[src/rtl/rle_decoder_if.sv]
// Byte-stream handshake bundle for the RLE decoder: (count,symbol) input side
// and expanded-symbol output side, both valid/ready.
interface rle_decoder_if #(parameter int DATA_W = 8);
  logic [DATA_W-1:0] in_data;
  logic              in_valid;
  logic              in_ready;
  logic [DATA_W-1:0] out_data;
  logic              out_valid;
  logic              out_ready;

  modport master (output in_data, in_valid, out_ready,
                  input  in_ready, out_data, out_valid);
  modport slave  (input  in_data, in_valid, out_ready,
                  output in_ready, out_data, out_valid);
endinterface

[src/rtl/rle_decoder.sv]
// Run-length decoder: expands (count, symbol) byte pairs into count copies of symbol.
// Optional macro RLE_ZERO_ERR_EN adds a sticky err output for zero-count pairs.
module rle_decoder #(
  parameter int DATA_W = 8,
  parameter int CNT_W  = 8
) (
  input  logic          clk,
  input  logic          reset_n,
  rle_decoder_if.slave  bus
`ifdef RLE_ZERO_ERR_EN
  ,
  output logic          err
`endif
);

  typedef enum logic [1:0] {IDLE, READ_SYM, EXPAND} state_t;

  state_t            r_state, w_state_nxt;
  logic [CNT_W-1:0]  r_cnt,   w_cnt_nxt;
  logic [DATA_W-1:0] r_sym,   w_sym_nxt;
  logic              w_in_ready;

  // in_ready depends on state only, so upstream never sees a combinational path
  // from out_ready.
  assign w_in_ready    = (r_state == IDLE) || (r_state == READ_SYM);
  assign bus.in_ready  = w_in_ready;
  assign bus.out_valid = (r_state == EXPAND);
  assign bus.out_data  = r_sym;

  always_ff @(posedge clk or negedge reset_n) begin
    if (!reset_n) begin
      r_state <= IDLE;
      r_cnt   <= '0;
      r_sym   <= '0;
    end else begin
      r_state <= w_state_nxt;
      r_cnt   <= w_cnt_nxt;
      r_sym   <= w_sym_nxt;
    end
  end

  always_comb begin
    w_state_nxt = r_state;
    w_cnt_nxt   = r_cnt;
    w_sym_nxt   = r_sym;
    case (r_state)
      IDLE: begin
        if (bus.in_valid && w_in_ready) begin
          w_cnt_nxt   = bus.in_data[CNT_W-1:0];
          w_state_nxt = READ_SYM;
        end
      end
      READ_SYM: begin
        if (bus.in_valid && w_in_ready) begin
          w_sym_nxt   = bus.in_data;
          // A zero count drops the pair without producing output.
          w_state_nxt = (r_cnt == '0) ? IDLE : EXPAND;
        end
      end
      EXPAND: begin
        if (bus.out_ready) begin
          w_cnt_nxt = r_cnt - 1'b1;
          if (r_cnt == CNT_W'(1)) w_state_nxt = IDLE;
        end
      end
      default: w_state_nxt = IDLE;
    endcase
  end

`ifdef RLE_ZERO_ERR_EN
  logic r_err;

  always_ff @(posedge clk or negedge reset_n) begin
    if (!reset_n)
      r_err <= 1'b0;
    else if (r_state == READ_SYM && bus.in_valid && r_cnt == '0)
      r_err <= 1'b1;
  end

  assign err = r_err;
`endif

endmodule

[src/flat_wrapper.sv]
// flat-port wrapper written by rule: the top's interface ports become plain ports
module rle_decoder_flat 
#(
  parameter int DATA_W = 8,
  parameter int CNT_W  = 8
)
  (clk, reset_n, bus_in_data, bus_in_valid, bus_out_ready, bus_in_ready, bus_out_data, bus_out_valid);
  rle_decoder_if #(.DATA_W(DATA_W)) bus_i ();
  input  logic clk;
  input  logic reset_n;
  input wire logic [$bits(bus_i.in_data)-1:0] bus_in_data;
  input wire logic [$bits(bus_i.in_valid)-1:0] bus_in_valid;
  input wire logic [$bits(bus_i.out_ready)-1:0] bus_out_ready;
  output wire logic [$bits(bus_i.in_ready)-1:0] bus_in_ready;
  output wire logic [$bits(bus_i.out_data)-1:0] bus_out_data;
  output wire logic [$bits(bus_i.out_valid)-1:0] bus_out_valid;
  assign bus_i.in_data = bus_in_data;
  assign bus_i.in_valid = bus_in_valid;
  assign bus_i.out_ready = bus_out_ready;
  assign bus_in_ready = bus_i.in_ready;
  assign bus_out_data = bus_i.out_data;
  assign bus_out_valid = bus_i.out_valid;
  rle_decoder #(.DATA_W(DATA_W), .CNT_W(CNT_W)) u_core (.clk(clk), .reset_n(reset_n), .bus(bus_i));
endmodule
[config.mk]
export PLATFORM = sky130hd
export DESIGN_NAME = rle_decoder_flat
export DESIGN_NICKNAME = d
export VERILOG_FILES = /design/src/rtl/rle_decoder_if.sv /design/src/rtl/rle_decoder.sv /design/src/flat_wrapper.sv
export SDC_FILE = /design/constraint.sdc
export NUM_CORES = 1
export LEC_CHECK = 0
export ABC_CLOCK_PERIOD_IN_PS = 2020
export BUFFER_PORTS_ARGS = -buffer_cell sky130_fd_sc_hd__buf_2
export CAP_MARGIN = 20
export CORE_UTILIZATION = 50
export DETAILED_ROUTE_END_ITERATION = 10
export PLACE_DENSITY = 0.78
export RECOVER_POWER = 100
export SLEW_MARGIN = 15
export SYNTH_ARGS = -nofsm -noshare
export SYNTH_HDL_FRONTEND = slang
export SYNTH_SLANG_ARGS = --single-unit
[constraint.sdc]
create_clock -name clk -period 2.02 [get_ports clk]
set_clock_uncertainty 0.1 [all_clocks]
set_input_delay 0.505 -clock clk [delete_from_list [all_inputs] [get_ports clk]]
set_output_delay 0.505 -clock clk [all_outputs]
set_load 0.1 [all_outputs]
# == Word-level counts from Yosys, hierarchy flattened ==
# Index checks and enable logic that the tools add are counted.
# op_classes
eq_ne,7
add_sub_neg,1
muxes,9
reduce_logical,8
# ops
cell,n
$mux 8,2
$pmux 8 s2,1
$mux 2,5
$eq 8x1->1 const B,1
$logic_not 8->1,1
$sub 8x1->8 const B,1
$ne 2x2->1 const B,3
$pmux 2 s3,1
$reduce_and 4->1,1
$reduce_and 3->1,1
$eq 2x1->1 const B,1
$eq 2x2->1 const B,1
$logic_not 2->1,1
$ne 2x1->1 const B,1
$reduce_and 2->1,1
$reduce_bool 2->1,1
$logic_and 1x1->1,1
$logic_or 1x1->1,1
# totals
word_cells,28
inputBits,12
regBits,18
output_inout_bits,10

# == Depth between registers and ports, before layout ==
# Gate-level depths: netlist of run 1.
# depth
word_depth,5
depth_mapped,6

# == Least setup slack after synthesis of run 1 ==
# OpenSTA, ideal clock, no wires.
# synth_path
kind,register to register
from,register u_core.r_state[1]
to,register u_core.r_sym[0] (netlist: u_core.bus.out_data[0])
arrival_time_ns,1.715
required_time_ns,1.794
n_path_buf,0
setup_ns,0.126
setup_slack_ns,0.079
path_stages_with_launch,4
path_cell_list,dfrtp_1 inv_1 nand3_2 mux2_2
# synth_between
elab_chain_cells,4
word_cells_on_any_way,5
# synth_lines
element,line_no,rtl
from (decl),rle_decoder.sv:18,"state_t r_state, w_state_nxt;"
from (signal assigned),rle_decoder.sv:36,r_state <= w_state_nxt;
$eq 2x1->1 or $logic_not 2->1 (tied branches),rle_decoder.sv:25,assign w_in_ready = (r_state == IDLE) || (r_state == READ_SYM);
$logic_or 1x1->1 (*),rle_decoder.sv:25,
named net bus_in_ready,flat_wrapper.sv:14,output wire logic [$bits(bus_i.in_ready)-1:0] bus_in_ready;
$logic_and 1x1->1 (*),rle_decoder.sv:54,if (bus.in_valid && w_in_ready) begin
$reduce_and 2->1 (no source line) (*),n/a,
to (signal assigned),rle_decoder.sv:38,r_sym <= w_sym_nxt;
to (decl),rle_decoder.sv:20,"logic [DATA_W-1:0] r_sym, w_sym_nxt;"
# Mark *: on every way through the listed nets, which the timed path passes. The rest lies on a longest branch.
# A chain may end at the register's enable or synchronous reset.

# == Worst setup path in the final report of run 1 ==
# layout_path
from,register u_core.r_state[1]
to,output port bus_in_ready
# layout_between
elab_chain_cells,2
word_cells_on_any_way,3
# layout_lines
element,line_no
$eq 2x1->1 or $logic_not 2->1 (tied branches),rle_decoder.sv:25
$logic_or 1x1->1 (*),rle_decoder.sv:25
to (decl),flat_wrapper.sv:14
# Every way passes the cells marked *; elsewhere a longest branch is shown, timed or not.

==> results of run 1 <==
per-stage QoR:
stage / setup WS (ps) / total power, uW / util (%) / hold WS (ps) / instances
after global placement: 473 / 1130 / 61.1 / 357 / 132
after floorplan: 78.9 / 1030 / - / 109 / 88
after detailed placement: 409 / 1150 / 61.1 / 357 / 132
after global routing: 107 / 1380 / 61.8 / 308 / 135
final: 158 / 1320 / 61.8 / 238 / 135
after CTS: 131 / 1330 / 62.4 / 33.5 / 135
Yosys cell counts (all sizes together) (2+ instances only):
| master | instances |
|---|---|
| nor2 | 9 |
| ha | 3 |
| inv | 4 |
| nor4 | 2 |
| nand2b | 2 |
| a21oi | 8 |
| mux2i | 2 |
| a22oi | 3 |
| or3 | 2 |
| dfrtp | 18 |
| nand2 | 4 |
| buf | 3 |
| mux2 | 8 |
| o21ai | 8 |
| o2bb2ai | 3 |
| nor3 | 3 |
sequential cells by signal (all words and copies together) (netlist names):
register and flops:
u_core.bus.out_data 8, u_core.r_cnt 8, u_core.r_state 2
per-layer routing:
layer	vias up	global-route usage [%]	part of all wire (%)
met5	-	0	0
met4	0	10.3	0.80
met3	4	3.60	4.6
met2	23	35.7	49
met1	366	24.9	45
li1	363	-	-
power by group through the flow:
stage / Clock (uW) / Combinational (uW) / Sequential [uW]
2_1_floorplan: 0 / 275 / 752
3_3_place_gp: 0 / 570 / 557
3_5_place_dp: 0 / 585 / 565
4_1_cts: 183 / 585 / 558
5_1_grt: 189 / 619 / 572
6_report: 174 / 579 / 565
cell type report:
cell class                      count  area, um^2  area share [%]
Timing Repair Buffer               22         126            11.7
Sequential cell                    18         450            41.8
Clock buffer                        3        22.5            2.09
Multi-Input combinational cell     63         430            39.9
Inverter                            4        17.5            1.62
Tap cell                           25        31.3            2.90
worst max-delay path, cell delays in order, from the launching register on:
cell      delay [ps]
dfrtp_1          430
inv_1             90
clkbuf_2         450
how the worst max path moves through the flow:
stage,from,slack (ps),endpoint
2_1_floorplan,u_core.r_state[1],80,u_core.bus.out_data[0]
3_3_place_gp,u_core.r_state[0],470,bus_out_valid
3_5_place_dp,bus_in_valid,410,u_core.r_cnt[7]
4_1_cts,u_core.r_state[0],130,bus_out_valid
5_1_grt,u_core.r_state[1],110,bus_in_ready
6_report,u_core.r_state[1],160,bus_in_ready
cell families (layout without fill, tap and decap cells):
family,Yosys count,after routing,synth area share (%)
multiplexers,10,10,11.8
XOR/XNOR,1,1,0.939
adder cells (fa/ha/maj),3,3,4.02
flip-flops,18,18,48.3
buffers and inverters,7,29,4.69
AND/OR/NAND/NOR,24,24,12.9
AO/OA/AOI/OAI,25,25,17.4
==> results.ini, run 1 <==
[worst_setup_path]
r2r_slack_ps = 380
crit_fanout = 4
ff2ff_path_depth = 4
crit_arrival_ps = 1260
reg2reg_to = u_core.r_cnt[7]
r2r-start = u_core.r_state[1]
start_kind = register
critPathKind = reg2out
crit_path_end_kind = output port
critPathRequiredTime_ps = 1410

[timing]
slew_headroom_pct = 35.6
worst_pin_slew_ps = 967
fin_crit_sh_pct = 92.2
rsz0062_at_grt = false
setup_viol = 0
min_period_ps = 1860
fin_setup_tns_ps = 0
hold_viol = 0
fmax_ghz = 0.537
slew_violations = 0

[final_layout]
nFillCells = 148
antennaDiodeCount = 0
final_common_cell = dfrtp_1
layout_common_cells = dfrtp_1, buf_2, clkbuf_2
num-nets-final = 127
drive_gt1_share_pct = 31.8
area_growth_pct = 15.5
final_area_um2 = 1080

[route]
drt_iter0_markers = 15
routed_wl_um = 1870
via_per_inst = 5.60
drtPass1Iterations = 4
ant_nets = 0
drcViolationCount = 0
vias = 756
routedWlPerCell_um = 13.9

[logic_synthesis]
ys_warn_count = 0
yosysSeqAreaShare_pct = 48.3
ys_ff_latch = 18
yosys.area.top_type = dfrtp_1
synth_area_um2 = 933
synth_cell_types = 27
syn_avg_cell_area_um2 = 10.6
async_flop_share_pct = 100
synth_fp_nets = 103
synth_top_flop_cell = dfrtp_1
synth_edf_count = 0
syn_inst = 88
netlist.area_leader.share_pct = 48.3
synth.area.top_cells = dfrtp_1, mux2_2, ha_1, a21oi_1, nor2_1

[power_and_ir_drop]
powerDensity_nw_per_um2 = 1220
p_switching_uw = 608
sequentialPowerShare_pct = 42.9
swShare_pct = 46.1
clock_power_share_pct = 13.2
p_leak_uw = 0.000529
ir_drop_v = 0.000659
pwr-share-comb_pct = 43.9
power.internal_uw = 710

[placement]
gp_congestion = 0.815
dpl-instance-area_um2 = 1070
dp_hpwl_um = 1350
io_buffers = 21

[grt]
grt_pass1_vias = 737
grt_pass1_wl_um = 3020
grt_max_degree = 19
antenna_found_initial = 0
grt_usage_pct = 20.8
grt_overflow = 0

[run_status]
outcome = finished, final reports clean

[cts]
clock_path_buffers = 2
ctsResizeCount = 0
postCtsSetupRepairBufs = 0
htree_levels = 1
clkSinkCount = 18
cts.clk_slew.worst_paths_ps = 100
cts_hold_buf = 0
cts_inserted_buffers = 3
cts-root-buf = clkbuf_4
clock_latency_ps = 290
cts_tree = done

[floorplanning]
die_x_um = 45.2
die_h_um = 45.2
io_pins = 22
num_rows = 15
die_area_um2 = 2040
start_util_pct = 53.5
coreArea_um2 = 1750

[job]
drv_cap = 0

[worst_hold_path]
hp-class = in2async

No activity file was read; power rests on OpenSTA's default activity.
==> run 2: changes to the inputs <==
--- a/config.mk
+++ b/config.mk
@@ -10,9 +10,10 @@
 export CAP_MARGIN = 20
 export CORE_UTILIZATION = 50
 export DETAILED_ROUTE_END_ITERATION = 10
+export GPL_TIMING_DRIVEN = 0
 export PLACE_DENSITY = 0.78
 export RECOVER_POWER = 100
-export SLEW_MARGIN = 15
+export SLEW_MARGIN = 20
 export SYNTH_ARGS = -nofsm -noshare
 export SYNTH_HDL_FRONTEND = slang
 export SYNTH_SLANG_ARGS = --single-unit
==> run 2 against run 1 <==
  * Cell count is 2.2% higher
  * Via count is 0.53% lower
  * Register-to-register slack worse by 40 ps
  * Largest cell class unchanged
  * Sequential share of layout area is 1.2 points lower
  * Worst setup slack worse by 98 ps
  * Largest power group unchanged
  * Count of clock-buffer cells in the layout is 1 higher
  * Design area is 3.1% higher
  * Highest routed layer unchanged
==> results.ini, run 2 (synthesis results as in run 1) <==
[cts]
clkSinkCount = 18
cts_inserted_buffers = 3
cts.clk_slew.worst_paths_ps = 100
cts_tree = done
cts-root-buf = clkbuf_4
clock_latency_ps = 290
postCtsSetupRepairBufs = 0
htree_levels = 1
clock_path_buffers = 2

[floorplanning]
coreArea_um2 = 1750
die_x_um = 45.2
io_pins = 22
die_h_um = 45.2
num_rows = 15
die_area_um2 = 2040
start_util_pct = 53.5

[route]
drtPass1Iterations = 4
drcViolationCount = 0
vias = 752
routed_wl_um = 1900
drt_iter0_markers = 8
via_per_inst = 5.45
ant_nets = 0
routedWlPerCell_um = 13.8

[timing]
hold_viol = 0
slew_headroom_pct = 35.5
slew_violations = 0
fin_crit_sh_pct = 97.0
setup_viol = 0
worst_pin_slew_ps = 967
fmax_ghz = 0.510
min_period_ps = 1960
fin_setup_tns_ps = 0
rsz0062_at_grt = false

[placement]
io_buffers = 21
gp_congestion = 0.818
dp_hpwl_um = 1360

[worst_setup_path]
crit_fanout = 9
crit_arrival_ps = 1350
start_kind = register
critPathKind = reg2out
critPathRequiredTime_ps = 1410
crit_path_end_kind = output port

[final_layout]
final_common_cell = dfrtp_1
area_growth_pct = 19.2
antennaDiodeCount = 0
nFillCells = 152
drive_gt1_share_pct = 34.5
layout_common_cells = dfrtp_1, buf_2, clkbuf_2
fin_util_pct = 63.7
num-nets-final = 129

[power_and_ir_drop]
ir_drop_v = 0.000661
p_leak_uw = 0.000543
powerDensity_nw_per_um2 = 1230

[grt]
grt_max_degree = 19
grt_overflow = 0
grt_usage_pct = 22.0
grt_pass1_vias = 721
grt_pass1_wl_um = 3130
antenna_found_initial = 0

[run_status]
outcome = finished, final reports clean

[worst_hold_path]
hp-class = in2async

[job]
drv_cap = 0

-- run 2: what timing repair did --
action                     in CTS  in global routing
gates resized for setup         3                  2
hold buffers                    0                  0
gates cloned                    0                  0
setup endpoints to repair       1                  1
-- run 2: worst max-delay path, stage by stage, from the launching register on --
cell and delay (ps):
dfrtp_2 460, nand2b_1 150, buf_4 170, inv_4 110, buf_12 180
-- run 2: per-layer routing --
metal  share of wire [%]  wire (um)  up-vias  track usage (%)
met3                 4.8         92        5             4.40
li1                    -          -      368                -
met5                   0          0        -                0
met4                 1.5         29        0             9.70
met2                  50        958       24             37.4
met1                  43        823      355             26.6
-- run 2: metrics by stage --
step           instances  setup slack (ps)  total power [uW]  hold WS (ps)  cell area [um^2]
3_5_place_dp         134               133              1150           364              1070
4_1_cts              138              14.5              1370          40.4              1120
5_1_grt              138              18.7              1450           309              1110
3_3_place_gp         134               156              1120           357              1070
6_report             138              60.4              1370           236              1110
2_1_floorplan         88              78.9              1030           109               933
-- run 2: final timing paths --
| check | to | from | cells after the start | slack (ps) |
|---|---|---|---|---|
| setup / recovery | bus_out_valid | u_core.r_state[0] | 4 | 60 |
| hold / removal | u_core.r_cnt[3] | reset_n | 1 | 240 |
| setup reg to reg | u_core.r_cnt[6] | u_core.r_cnt[0] | 6 | 340 |
| hold reg to reg | u_core.r_state[0] | u_core.r_state[1] | 1 | 410 |
| max in group asynchronous | u_core.r_state[0] | reset_n | 1 | 940 |
| min in group clk | u_core.bus.out_data[5] | bus_in_data[5] | 2 | 360 |
-- run 2: cell type report --
type                            instances  area, um^2  share of cell area (%)
Buffer                                  3        22.5                    2.02
Clock buffer                            4        36.3                    3.26
Inverter                                4        17.5                    1.57
Multi-Input combinational cell         63         434                    39.0
Sequential cell                        18         452                    40.6
Tap cell                               25        31.3                    2.81
Timing Repair Buffer                   21         119                    10.7
-- run 2: where the power goes --
part	switching [uW]	internal, uW	leakage (uW)
Sequential	98.1	462	0.000226
Combinational	403	185	0.000296
Clock	109	110	0.0000210
Total	611	757	0.000543
